--- config.mk ---
export PLATFORM = sky130hd
export DESIGN_NAME = data_mem_ctrl
export DESIGN_NICKNAME = d
export VERILOG_FILES = /design/src/rtl/data_mem_ctrl.sv
export SDC_FILE = /design/constraint.sdc
export NUM_CORES = 2
export LEC_CHECK = 0
export CAP_MARGIN = 20
export CORE_MARGIN = 3
export CORE_UTILIZATION = 40
export CTS_CLUSTER_SIZE = 20
export DETAILED_ROUTE_END_ITERATION = 10
export PLACE_DENSITY = 0.66
export SLEW_MARGIN = 30
export SYNTH_ARGS = -nofsm -noshare
export SYNTH_HDL_FRONTEND = slang
export SYNTH_SLANG_ARGS = --single-unit
--- constraint.sdc ---
create_clock -name i_Clk -period 4 [get_ports i_Clk]
set_input_delay 1 -clock i_Clk [delete_from_list [all_inputs] [get_ports i_Clk]]
set_output_delay 1 -clock i_Clk [all_outputs]
set_load 0.02 [all_outputs]
--- src/rtl/data_mem_ctrl.sv ---
// Data-memory responder for the 8-bit datapath: serves one read or write
// request at a time after WAIT_STATES idle cycles, with a one-cycle ack.
// Ports:
//   i_Clk, i_Rst          clock, async active-high reset
//   i_Req, i_We           request strobe (sampled in IDLE), 1 = write
//   i_Addr, i_Wdata       word address and write data
//   o_Busy                request in progress (WAIT, ACCESS, DONE)
//   o_Ack, o_Err          one-cycle completion pulse, out-of-range flag
//   o_Rdata               last read result, held until the next read
module data_mem_ctrl #(
    parameter int WAIT_STATES = 2,
    parameter int MEM_WORDS   = 256
) (
    input  logic       i_Clk,
    input  logic       i_Rst,
    input  logic       i_Req,
    input  logic       i_We,
    input  logic [7:0] i_Addr,
    input  logic [7:0] i_Wdata,
    output logic       o_Busy,
    output logic       o_Ack,
    output logic       o_Err,
    output logic [7:0] o_Rdata
);

    localparam int AW = (MEM_WORDS > 1) ? $clog2(MEM_WORDS) : 1;
    localparam logic [8:0] LIMIT = 9'(MEM_WORDS);

    typedef enum logic [1:0] {
        S_IDLE,
        S_WAIT,
        S_ACCESS,
        S_DONE
    } state_t;

    state_t          state;
    logic [3:0]      cnt;
    logic            we_q;
    logic [7:0]      addr_q;
    logic [7:0]      wdata_q;
    logic            in_range;
    logic [AW-1:0]   idx;
    logic [7:0]      mem [MEM_WORDS];

    assign in_range = {1'b0, addr_q} < LIMIT;
    assign idx      = addr_q[AW-1:0];
    assign o_Busy   = (state != S_IDLE);

    // Memory has no reset so its contents survive i_Rst; an async reset
    // forces IDLE, so an aborted request can never reach this write.
    always_ff @(posedge i_Clk) begin
        if (state == S_ACCESS && we_q && in_range) begin
            mem[idx] <= wdata_q;
        end
    end

    always_ff @(posedge i_Clk or posedge i_Rst) begin
        if (i_Rst) begin
            state   <= S_IDLE;
            cnt     <= 4'd0;
            we_q    <= 1'b0;
            addr_q  <= 8'h00;
            wdata_q <= 8'h00;
            o_Ack   <= 1'b0;
            o_Err   <= 1'b0;
            o_Rdata <= 8'h00;
        end else begin
            unique case (state)
                S_IDLE: begin
                    if (i_Req) begin
                        we_q    <= i_We;
                        addr_q  <= i_Addr;
                        wdata_q <= i_Wdata;
                        cnt     <= 4'(WAIT_STATES);
                        state   <= (WAIT_STATES > 0) ? S_WAIT : S_ACCESS;
                    end
                end
                S_WAIT: begin
                    // Counter hits zero on the edge that leaves WAIT,
                    // giving exactly WAIT_STATES cycles here.
                    cnt <= cnt - 4'd1;
                    if (cnt == 4'd1) begin
                        state <= S_ACCESS;
                    end
                end
                S_ACCESS: begin
                    o_Ack <= 1'b1;
                    if (!in_range) begin
                        o_Err <= 1'b1;
                        if (!we_q) begin
                            o_Rdata <= 8'h00;
                        end
                    end else if (!we_q) begin
                        o_Rdata <= mem[idx];
                    end
                    state <= S_DONE;
                end
                S_DONE: begin
                    o_Ack <= 1'b0;
                    o_Err <= 1'b0;
                    state <= S_IDLE;
                end
                default: begin
                    state <= S_IDLE;
                end
            endcase
        end
    end

endmodule

## After elaboration in Yosys (flattened, before gate mapping)

Memory sizes are Yosys's and may differ from the RTL's. A register that Yosys moved wholly into a read port is not among the register bits.
Cells that the tools add are included.

| operators by class | value |
|---|---|
| add/sub/neg operators | 1 |
| mux-type cells | 8 |
| multiply operators | 0 |
| equality and inequality tests | 6 |
| reductions and logical operators | 9 |
| div/mod/pow operators | 0 |
| shift-type cells | 0 |
| $lt $le $gt $ge | 0 |
| bitwise operators | 1 |

Operators with widths:

| operator | count |
|---|---|
| $pmux W2 S4 | 1 |
| $pmux W4 S2 | 1 |
| $reduce_and A2 Y1 | 4 |
| $reduce_bool A2 Y1 | 3 |
| $eq A2 B2 Y1 const B | 2 |
| $eq A4 B1 Y1 const B | 1 |
| $mux W2 | 2 |
| $mux W4 | 1 |
| $ne A2 B2 Y1 const B | 2 |
| $sub A4 B1 Y4 const B | 1 |
| $eq A2 B1 Y1 const B | 1 |
| $logic_not A2 Y1 | 1 |
| $mux W1 | 2 |
| $pmux W1 S2 | 1 |
| $logic_and A1 B1 Y1 | 1 |
| $not A1 Y1 | 1 |

| storage, ports and cells | value |
|---|---|
| memories | 1 |
| output and inout bits | 11 |
| bits in latches | 0 |
| memory bits (writable) | 2,048 |
| bits in read-only memories | 0 |
| input bits | 20 |
| flip-flop bits (word level) | 24 |
| logic and storage cells | 32 |

Memory list:

| memory | words | bits a word | rd ports | clocked after Yosys merged registers in | write ports | line | RTL |
|---|---|---|---|---|---|---|---|
| mem | 256 | 8 | 1 | 1 | 1 | 43 | `logic [7:0] mem [MEM_WORDS];` |

## Logic depth before layout (Yosys ltp)

| depth | value |
|---|---|
| word-level depth | 4 |
| depth in mapped cells | 13 |
| gate-level depth less buffers | 7 |

## Worst setup path after synthesis

OpenSTA, ideal clock, no wires.

| path | value |
|---|---|
| path kind | register to register |
| from | reg wdata_q[0] |
| to | mem mem[0][0] (data pin) |
| buffers on the path | 0 |
| period minus slack after synthesis | 3.982 ns |
| arrival time | 3.179 ns |
| setup time | 0.803 ns |
| slack | 0.018 ns |
| data required time | 3.197 ns |
| cell stages (with the launch flop) | 1 |
| path through | dfrtp_1 |

RTL lines:

| item | line | RTL |
|---|---|---|
| start, declared | 40 | `logic [7:0] wdata_q;` |
| start signal, assigned | 73 | `wdata_q <= i_Wdata;` |
| end, declared | 43 |  |

Straight into the memory's write port.

==> results.sh <==
export IMPL_reg2reg_slack_ns=0.37
export IMPL_slew_headroom_pct=33.7
export IMPL_grt_pass1_wl_um=291000
export IMPL_via_per_inst=5.75
export IMPL_p_total_uw=67500
export IMPL_drc=0
export IMPL_num_vias=40400
export IMPL_nets=4234
export IMPL_final_hold_viol_count=0
export IMPL_rsz0062_at_grt="false"
export IMPL_critPathArrivalTime_ns=4.32
export IMPL_power_density_mw_per_mm2=724
export IMPL_status="finished clean"
export IMPL_dieArea_mm2=0.208
export IMPL_port_buffer_count=29
export IMPL_postCtsHoldBufs=0
export IMPL_final_core_util_pct=46.5
export IMPL_cts_made_buffers=200
export IMPL_root_buffer="clkbuf_16"
export IMPL_synth_top_area_share_pct=75.9
export IMPL_worst_pin_slew_ns=0.992
export IMPL_grt_max_degree=148
export IMPL_drt_total_wl_um=200000
export IMPL_die_w_um=456
export IMPL_cts_sinks=2080
export IMPL_grt_ovfl_total=0
export IMPL_drtIter0Drc=5020
export IMPL_netlist_instances=3810
export IMPL_critPathLaunch="addr_q[1]$_DFFE_PP0P_"
export IMPL_async_flop_share_pct=1.54
export IMPL_p_leak_uw=0.0295
export IMPL_dr_pass1_iters=6
export IMPL_area_growth_pct=15.1
export IMPL_cap_violations=0
export IMPL_cp_start_kind="flip-flop"
export IMPL_die_y_um=456
export IMPL_clk_pin_slew_ns=0.06
export IMPL_hold_ws_ns=0.502
export IMPL_cp_common_cell="nor2_1"
export IMPL_criticalPathCategory="flip-flop to flip-flop"
export IMPL_grtUsageTotal_pct=19.1
export IMPL_cp_cell_sequence="buf_12 > buf_4 > mux4_2 > mux2i_1 > o22ai_1 > nor2_1 > nor2_1 > a2111oi_2 > a41oi_1"
export IMPL_cts_tree="built"
export IMPL_dp_hpwl_um=125000
export IMPL_core_area_mm2=0.200
export IMPL_syn_avg_cell_area_um2=21.3
export IMPL_grt_pass1_vias=40700
export IMPL_synth_distinct_cells=65
export IMPL_cp_max_fo=23
export IMPL_worst_slack_ns=0.366
export IMPL_maxSlewViolCount=0
export IMPL_timing_rr_start="addr_q[1]$_DFFE_PP0P_"
export IMPL_netlist_area_mm2=0.0810
export IMPL_cp_depth=9
export IMPL_post_cts_buffers=0
export IMPL_start_util_pct=40.4
export IMPL_cts_buffer_depth=3
export IMPL_io_pins=31
export IMPL_gp_congestion=0.876
export IMPL_diodes=0
export IMPL_insertion_delay_ns=0.85
export IMPL_synth_seq_cells=2080
export IMPL_period_share_pct=90.9
export IMPL_crit_buf_inv=2
export IMPL_drtAntennaViolNets=0
export IMPL_htree_levels=4
export IMPL_synth_seq_area_share_pct=76.9
export IMPL_fmax_mhz=275
export IMPL_min_path_type="flip-flop to flip-flop"
export IMPL_whs_path_depth=2
export IMPL_synth_edf_count=2048
export IMPL_regToRegEndpoint="o_Rdata[3]$_DFFE_PP0P_"
export IMPL_min_period_ns=3.63
export IMPL_cp_required_ns=4.69
export IMPL_synth_top_cells_by_area="edfxtp_1 (76%), mux4_2 (14%), mux2i_1 (1.9%)"
export IMPL_place_ws_ns=0.349
export IMPL_rows=164
export IMPL_crit_family="compound AO/OA/AOI/OAI gates"
export IMPL_skew_ns=0.0578
export IMPL_yosysTopAreaCell="edfxtp_1"
export IMPL_drive_above_1_share_pct=28.3
export IMPL_setup_tns_ns=0
export IMPL_vdd_ir_drop_max_uv=515
export IMPL_endpoint="o_Rdata[3]$_DFFE_PP0P_"
export IMPL_detail_route_wl_per_cell_um=28.4
export IMPL_critical_path_max_stage_delay_ns=0.72
export IMPL_cts_resized=0
export IMPL_crit_path_end_kind="flip-flop"
export IMPL_ys_flop_type="edfxtp_1"
export IMPL_cpMaxStageDelayCell="dfrtp_4"
export IMPL_antenna_found_initial=3
export IMPL_r2r_cells=9
export IMPL_setup_viol=0
export IMPL_yosys_warnings=0
export IMPL_syn_nets=3836
[sequential cells by signal (all words and copies together) (netlist names)]
register / cells
cnt: 4
wdata_q: 8
mem: 2048
addr_q: 8
state: 2
we_q: 1
o_Rdata: 8
o_Ack: 1
[area by class of cell]
cell class	instances	area (µm²)
clock buffer	251	5280
clock inverter	121	1120
fill	16300	107000
inverter	11	43.8
multi-input combinational	1490	17300
sequential	2080	62300
tap	2656	3320
timing repair buffer	425	3770
[placed cells by master, fill, tap and decap left out, drive strengths merged, types with 7 or more instances in the layout]
master,n
clkdlybuf4s50,29
mux4,491
clkbuf,251
nand4,8
inv,17
nand2,98
and2,9
dfrtp,32
mux2i,150
a31oi,7
edfxtp,2048
mux2,44
clkinvlp,7
buf,396
o22ai,71
nand3,48
nand2b,7
nor2b,17
nor3,42
a21oi,19
clkinv,95
bufinv,13
a211oi,7
o21ai,38
a221oi,27
a22oi,41
nor2,282
[per-stage QoR]
step / instance area (µm²) / instances
after floorplan: 81000 / 3810
after global placement: 86700 / 6659
after detailed placement: 86700 / 6660
after CTS: 93100 / 7032
after global routing: 93200 / 7034
final: 93200 / 7034
[cell families (layout without fill, tap and decap cells)]
family | count (synthesis) | in the layout | share of synthesized area (%)
flops | 2080 | 2080 | 76.9
mux | 685 | 685 | 16.1
simple gates | 542 | 542 | 2.92
compound gates | 256 | 256 | 2.18
buf+inv | 240 | 808 | 1.74
fa+ha+maj | 6 | 6 | 0.0927
other cells | 1 | 1 | 0.00463
[report_power, final]
part           internal, µW  switching, µW  total (µW)
clock network         10200           8090       18300
logic                  7750          12600       20400
registers             27400           1290       28700
total                 45400          22000       67500
[routing by layer]
metal	part of all wire, %	global-route usage, %	vias up
met4	3.2	6.07	2
met2	48	30.0	1924
li1	-	-	16700
met3	9.1	4.03	326
met5	0.0055	0	-
met1	40	26.7	21500
[Yosys cell counts (all sizes together), types with 7 or more instances]
cell and number:
edfxtp 2048, and2 9, o22ai 71, nand2 98, a21oi 19, nor2b 17
nor3 42, nor2 282, clkbuf 73, dfrtp 32, mux2i 150, inv 11
nand4 8, buf 156, a31oi 7, mux2 44, nand2b 7, o21ai 38
nand3 48, mux4 491, a221oi 27, a211oi 7, a22oi 41
[worst min path at each step]
stage | startpoint | to | slack (ns)
2_1_floorplan | cnt[0]$_DFFE_PP0P_ | cnt[0]$_DFFE_PP0P_ | 0.50
3_5_place_dp | o_Ack$_DFFE_PP0P_ | o_Ack$_DFFE_PP0P_ | 0.50
6_report | o_Ack$_DFFE_PP0P_ | o_Ack$_DFFE_PP0P_ | 0.50
3_3_place_gp | o_Ack$_DFFE_PP0P_ | o_Ack$_DFFE_PP0P_ | 0.49
5_1_grt | o_Ack$_DFFE_PP0P_ | o_Ack$_DFFE_PP0P_ | 0.53
4_1_cts | o_Ack$_DFFE_PP0P_ | o_Ack$_DFFE_PP0P_ | 0.51
[worst min-delay path, stage by stage (launching register included)]
cell	delay, ns
dfrtp_1	0.35
nor2_1	0.04
nor2_1	0.07
Power figures use the tool's default switching activity.
